[src/rtl/instruction_sequencer_pkg.sv]
// InstructionSetPkg: shared instruction-set definitions for the sequencer,
// its register file and the external ALU.
//   eOperation   - ALU operation codes (4-bit opcode field)
//   sFlags       - ALU condition flags {Negative, Zero, Carry, Overflow}
//   sInstruction - instruction word layout {opcode, dest, src, imm}
package InstructionSetPkg;

  localparam int DataWidth        = 8;
  localparam int ImmediateWidth   = 8;
  localparam int OpcodeWidth      = 4;
  localparam int RegFieldWidth    = 3;
  localparam int InstructionWidth = 18;

  // Bit positions of the fields inside an instruction word.
  localparam int OpcodeMsb = 17;
  localparam int OpcodeLsb = 14;
  localparam int DestMsb   = 13;
  localparam int DestLsb   = 11;
  localparam int SrcMsb    = 10;
  localparam int SrcLsb    = 8;
  localparam int ImmMsb    = 7;
  localparam int ImmLsb    = 0;

  typedef enum logic [OpcodeWidth-1:0] {
    OP_NOP  = 4'h0,
    OP_MOVE = 4'h1,
    OP_LIL  = 4'h2,
    OP_ADD  = 4'h3,
    OP_SUB  = 4'h4,
    OP_AND  = 4'h5,
    OP_OR   = 4'h6,
    OP_XOR  = 4'h7,
    OP_ROL  = 4'h8,
    OP_ROR  = 4'h9
  } eOperation;

  typedef struct packed {
    logic Negative;
    logic Zero;
    logic Carry;
    logic Overflow;
  } sFlags;

  typedef struct packed {
    logic [OpcodeWidth-1:0]    opcode;
    logic [RegFieldWidth-1:0]  dest;
    logic [RegFieldWidth-1:0]  src;
    logic [ImmediateWidth-1:0] imm;
  } sInstruction;

  // Opcodes above OP_ROR have no defined behaviour.
  function automatic logic is_defined_op(input logic [OpcodeWidth-1:0] opcode);
    return (opcode <= 4'h9);
  endfunction

endpackage

[src/rtl/instruction_sequencer_register_file.sv]
// register_file: 2**AddrWidth x DataWidth registers.
//   Clock, nReset         - clock, asynchronous active-low reset (clears all)
//   i_rd_addr_a/b         - combinational read ports (source / destination)
//   o_rd_data_a/b
//   i_dbg_addr/o_dbg_data - combinational debug read port
//   i_wr_en/addr/data     - synchronous write port
module register_file #(
  parameter int AddrWidth = 3,
  parameter int DataWidth = 8
) (
  input  logic                 Clock,
  input  logic                 nReset,
  input  logic [AddrWidth-1:0] i_rd_addr_a,
  output logic [DataWidth-1:0] o_rd_data_a,
  input  logic [AddrWidth-1:0] i_rd_addr_b,
  output logic [DataWidth-1:0] o_rd_data_b,
  input  logic [AddrWidth-1:0] i_dbg_addr,
  output logic [DataWidth-1:0] o_dbg_data,
  input  logic                 i_wr_en,
  input  logic [AddrWidth-1:0] i_wr_addr,
  input  logic [DataWidth-1:0] i_wr_data
);

  localparam int Depth = 2 ** AddrWidth;

  logic [DataWidth-1:0] r_regs [Depth];

  always_ff @(posedge Clock or negedge nReset) begin
    if (!nReset) begin
      for (int i = 0; i < Depth; i++) r_regs[i] <= '0;
    end else if (i_wr_en) begin
      r_regs[i_wr_addr] <= i_wr_data;
    end
  end

  assign o_rd_data_a = r_regs[i_rd_addr_a];
  assign o_rd_data_b = r_regs[i_rd_addr_b];
  assign o_dbg_data  = r_regs[i_dbg_addr];

endmodule

[src/rtl/instruction_sequencer.sv]
// instruction_sequencer: fetch / execute / writeback controller driving an
// external ALU from an internal register file and flags register.
//   Clock, nReset                  - clock, asynchronous active-low reset
//   Start, StartAddress, Stop      - run control
//   FetchRequest/Address/Ack/Data  - instruction memory handshake
//   AluOperation, AluIn*           - operands to ALU (zero unless executing)
//   AluOutDest, AluOutFlags        - ALU results, written back in WRITEBACK
//   Busy, IllegalOp                - status
//   DebugAddr, DebugData           - register file debug read
//
// state     | meaning
// IDLE      | waiting for Start
// FETCH     | FetchRequest high, PC on FetchAddress, wait for FetchAck
// EXECUTE   | ALU operands driven from instruction register
// WRITEBACK | ALU result/flags written on exit, PC advanced
module instruction_sequencer
  import InstructionSetPkg::*;
#(
  parameter int AddressWidth    = 8,
  parameter int RegAddressWidth = 3
) (
  input  logic                        Clock,
  input  logic                        nReset,
  input  logic                        Start,
  input  logic [AddressWidth-1:0]     StartAddress,
  input  logic                        Stop,
  output logic                        FetchRequest,
  output logic [AddressWidth-1:0]     FetchAddress,
  input  logic                        FetchAck,
  input  logic [InstructionWidth-1:0] FetchData,
  output eOperation                   AluOperation,
  output sFlags                       AluInFlags,
  output logic [ImmediateWidth-1:0]   AluInImm,
  output logic [DataWidth-1:0]        AluInSrc,
  output logic [DataWidth-1:0]        AluInDest,
  input  logic [DataWidth-1:0]        AluOutDest,
  input  sFlags                       AluOutFlags,
  output logic                        Busy,
  output logic                        IllegalOp,
  input  logic [RegAddressWidth-1:0]  DebugAddr,
  output logic [DataWidth-1:0]        DebugData
);

  typedef enum logic [1:0] {
    S_IDLE      = 2'd0,
    S_FETCH     = 2'd1,
    S_EXECUTE   = 2'd2,
    S_WRITEBACK = 2'd3
  } e_state;

  e_state                  r_state;
  logic [AddressWidth-1:0] r_pc;
  sInstruction             r_ir;
  sFlags                   r_flags;
  logic                    r_stop_seen;
  logic                    r_fetch_req;
  logic                    r_busy;
  logic                    r_illegal;

  logic                 w_alu_en;
  logic                 w_legal;
  logic                 w_wr_en;
  logic [DataWidth-1:0] w_src_data;
  logic [DataWidth-1:0] w_dest_data;

  assign w_legal  = is_defined_op(r_ir.opcode);
  assign w_alu_en = (r_state == S_EXECUTE) || (r_state == S_WRITEBACK);
  assign w_wr_en  = (r_state == S_WRITEBACK) && w_legal;

  always_ff @(posedge Clock or negedge nReset) begin
    if (!nReset) begin
      r_state     <= S_IDLE;
      r_pc        <= '0;
      r_ir        <= '0;
      r_flags     <= '0;
      r_stop_seen <= 1'b0;
      r_fetch_req <= 1'b0;
      r_busy      <= 1'b0;
      r_illegal   <= 1'b0;
    end else begin
      r_illegal <= 1'b0;
      case (r_state)
        S_IDLE: begin
          if (Start && !Stop) begin
            r_pc        <= StartAddress;
            r_state     <= S_FETCH;
            r_fetch_req <= 1'b1;
            r_busy      <= 1'b1;
            r_stop_seen <= 1'b0;
          end
        end
        S_FETCH: begin
          if (Stop) r_stop_seen <= 1'b1;
          if (FetchAck) begin
            r_ir        <= sInstruction'(FetchData);
            r_fetch_req <= 1'b0;
            r_state     <= S_EXECUTE;
          end
        end
        S_EXECUTE: begin
          if (Stop) r_stop_seen <= 1'b1;
          r_illegal <= !w_legal;
          r_state   <= S_WRITEBACK;
        end
        S_WRITEBACK: begin
          r_pc <= r_pc + AddressWidth'(1);
          if (w_legal) r_flags <= AluOutFlags;
          // Stop in this very cycle also counts as seen during the instruction.
          if (r_stop_seen || Stop) begin
            r_state <= S_IDLE;
            r_busy  <= 1'b0;
          end else begin
            r_state     <= S_FETCH;
            r_fetch_req <= 1'b1;
            r_stop_seen <= 1'b0;
          end
        end
        default: r_state <= S_IDLE;
      endcase
    end
  end

  register_file #(
    .AddrWidth (RegAddressWidth),
    .DataWidth (DataWidth)
  ) u_register_file (
    .Clock       (Clock),
    .nReset      (nReset),
    .i_rd_addr_a (RegAddressWidth'(r_ir.src)),
    .o_rd_data_a (w_src_data),
    .i_rd_addr_b (RegAddressWidth'(r_ir.dest)),
    .o_rd_data_b (w_dest_data),
    .i_dbg_addr  (DebugAddr),
    .o_dbg_data  (DebugData),
    .i_wr_en     (w_wr_en),
    .i_wr_addr   (RegAddressWidth'(r_ir.dest)),
    .i_wr_data   (AluOutDest)
  );

  // Raw opcode is passed through even when undefined; its results are discarded.
  assign AluOperation = w_alu_en ? eOperation'(r_ir.opcode) : OP_NOP;
  assign AluInFlags   = w_alu_en ? r_flags     : '0;
  assign AluInImm     = w_alu_en ? r_ir.imm    : '0;
  assign AluInSrc     = w_alu_en ? w_src_data  : '0;
  assign AluInDest    = w_alu_en ? w_dest_data : '0;

  assign FetchRequest = r_fetch_req;
  assign FetchAddress = r_pc;
  assign Busy         = r_busy;
  assign IllegalOp    = r_illegal;

endmodule

[config.mk]
export PLATFORM = sky130hd
export DESIGN_NAME = instruction_sequencer
export DESIGN_NICKNAME = d
export VERILOG_FILES = /design/src/rtl/instruction_sequencer_pkg.sv /design/src/rtl/instruction_sequencer_register_file.sv /design/src/rtl/instruction_sequencer.sv
export SDC_FILE = /design/constraint.sdc
export NUM_CORES = 1
export LEC_CHECK = 0
export CORE_UTILIZATION = 60
export CTS_BUF_LIST = sky130_fd_sc_hd__clkbuf_4
export DETAILED_ROUTE_END_ITERATION = 6
export GPL_ROUTABILITY_DRIVEN = 0
export PLACE_DENSITY = 0.91
export REMOVE_ABC_BUFFERS = 1
export SETUP_SLACK_MARGIN = 0.5
export SKIP_CTS_REPAIR_TIMING = 1
export SLEW_MARGIN = 20
export SYNTH_ARGS = -nofsm -noshare
export SYNTH_HDL_FRONTEND = slang
export SYNTH_SLANG_ARGS = --single-unit
[constraint.sdc]
create_clock -name Clock -period 3 [get_ports Clock]
set_input_delay 0.6 -clock Clock [delete_from_list [all_inputs] [get_ports Clock]]
set_output_delay 0.6 -clock Clock [all_outputs]
set_load 0.01 [all_outputs]
==> metrics.cfg <==
[drt]
drc=0
finalWirelength_mm=16.6
vias_per_cell=6.63
avgRoutedWirePerCell_um=23.8
firstDrtPassIters=5
vias=4630
drtIter0Drc=359
antenna_left=0

[clocking]
cts.path.max_buffers=2
cts_tree=done
cts_sinks=100
clk_pin_slew_worst_paths_ns=0.16
htreeDepth=3
ctsRootBufferMaster=clkbuf_4
cts_buffers=9
insertion_delay_ns=0.46

[sta]
setup_ws_ns=0.265
whs_ns=0.0953
fin_crit_sh=0.912
rsz0062_at_grt=true
fin_crit_ns=2.74
finalHoldViolations=0
fin_skew_ns=0.0209
tns_ns=0
setup_viol=0
worst_pin_slew_ns=0.775
drv_slew=0
fmax_mhz=366
max_slew_margin=0.482

[synthesis]
synth-seq-cells=100
ys.flop_type=dfrtp_1
synth-seq-area-share=0.425
synth_commonest_cells=dfrtp_1, mux2_2, mux4_2
yosysMostFrequentCell=dfrtp_1
synth_cells=442
yosysWarnings=0
synth-edff-count=0
ys_types=49
synth_area_per_cell_sq_um=13.3
async_flop_share=1.00
synth_top_cell_by_area=dfrtp_1
synthesis.area_sq_um=5890
synthTopCellsByArea=dfrtp_1, mux2_2, mux4_2
yosysTopAreaCellShare=0.425

[finish]
nets=617
drive_above_1_share=0.439
utilization=0.802
postLayoutCellArea_sq_um=7520
ff_latch_area_sq_um=2510
multi_input_area_sq_um=3260
antenna_cells=0
syn2layout_area_growth_pct=27.7
post_layout_nonfiller_instances=698
fillerInstances=539

[floorplanning]
die_h_um=101
coreArea_sq_um=9370
die_w_um=101
dieArea_sq_um=10200
boundaryPins=97
rows=35
start_util=0.628

[setup_path]
crit_fanout=8
endpoint_kind=output port
crit_arrival_ns=2.14
crit_required_ns=2.40
worst-setup-path-type=register to output port
start_kind=register

[flow_run]
cap_violations=0

[power_and_ir_drop]
p_leak_nw=3.40
fin_total_pwr_mw=8.62
ir_drop_mv=0.701
powerDensity_nw_per_um2=1150

[hold_path]
min_path_type=primary input to async pin

[global_route]
grt-ovfl-total=0
grt_usage=0.298
grt_pass1_wl_mm=22.6
grt_start_max_net_pins=62
antenna_found_initial=0
grt_pass1_vias=4398

[outcome]
status=finished clean

[place]
place_ws_ns=-0.226
placed_cell_area_sq_um=7030
dp_hpwl_mm=9.77
placed_cells=653
io_buffers=96

[layer usage]
metal / vias to the layer above / GRT usage / routed length (um)
li1: 1943 / - / -
met1: 2323 / 0.370 / 5920
met2: 306 / 0.497 / 8530
met3: 58 / 0.0583 / 1500
met4: 0 / 0.155 / 665
met5: - / 0 / 0
[flip-flops by register name, indices dropped and copies added (netlist names)]
name	count
r_stop_seen	1
u_register_file.r_regs	64
r_ir	18
FetchRequest	1
Busy	1
r_flags	4
FetchAddress	8
IllegalOp	1
r_state	2
[final timing paths]
kind | startpoint | endpoint | slack (ns) | depth (start not counted)
worst min register to register | r_flags[2]$_DFFE_PN0P_ | r_flags[2]$_DFFE_PN0P_ | 0.52 | 1
worst max-delay path | r_ir[11]$_DFFE_PN0P_ | AluInDest[4] | 0.26 | 7
worst max register to register | r_state[1]$_DFFE_PN0P_ | u_register_file.r_regs[56]$_DFFE_PN0P_ | 0.54 | 6
min in group Clock | r_flags[2]$_DFFE_PN0P_ | r_flags[2]$_DFFE_PN0P_ | 0.52 | 1
worst min-delay path | nReset | u_register_file.r_regs[57]$_DFFE_PN0P_ | 0.1 | 1
max in group asynchronous | nReset | r_ir[12]$_DFFE_PN0P_ | 2.17 | 2
[power breakdown]
| group | switching [mW] | leakage, nW | internal, mW |
|---|---|---|---|
| sequential | 0.862 | 1.16 | 2.04 |
| clock | 0.465 | 0.0635 | 0.193 |
| combinational | 2.13 | 2.17 | 2.93 |
[cells in the final DEF, fill, tap and decap left out, drive strengths merged, types with 2 or more instances in the layout]
| cell type | n |
|---|---|
| mux2 | 102 |
| dfrtp | 100 |
| clkdlybuf4s50 | 53 |
| buf | 44 |
| mux4 | 42 |
| clkbuf | 31 |
| nor2 | 25 |
| dlymetal6s2s | 24 |
| nor2b | 19 |
| mux2i | 16 |
| a21oi | 13 |
| nand3 | 11 |
| o21ai | 10 |
| inv | 8 |
| nand2 | 7 |
| ha | 7 |
| o22ai | 6 |
| nand3b | 5 |
| a22oi | 4 |
| a22o | 4 |
| a221oi | 4 |
| a211oi | 3 |
| o22a | 2 |
| and3 | 2 |
| nor4 | 2 |
| nand4 | 2 |
| clkinvlp | 2 |
| a41oi | 2 |
| clkinv | 2 |
[logic make-up (layout without fill, tap and decap cells)]
kind of cell / count (synthesis) / in the layout / synth area share
mux: 160 / 160 / 0.388
flops: 100 / 100 / 0.425
simple gates: 81 / 81 / 0.0763
compound gates: 56 / 56 / 0.0642
buf+inv: 37 / 164 / 0.0304
fa+ha+maj: 7 / 7 / 0.0149
xor+xnor: 1 / 1 / 0.00149
[cell type report]
type                            count  area share
Multi-Input combinational cell    305       0.434
Sequential cell                   100       0.334
Timing Repair Buffer              141       0.191
Tap cell                          129      0.0215
Clock buffer                       11      0.0110
Clock inverter                      5     0.00499
Inverter                            7     0.00349
[worst max-delay path, stage by stage (launching register included)]
cell and delay, ns:
dfrtp_2 0.44, buf_6 0.12, buf_12 0.13, mux2_2 0.34, a22o_1 0.23, a22oi_1 0.16
a21oi_1 0.11, clkbuf_2 0.14
Power figures use the tool's default switching activity.
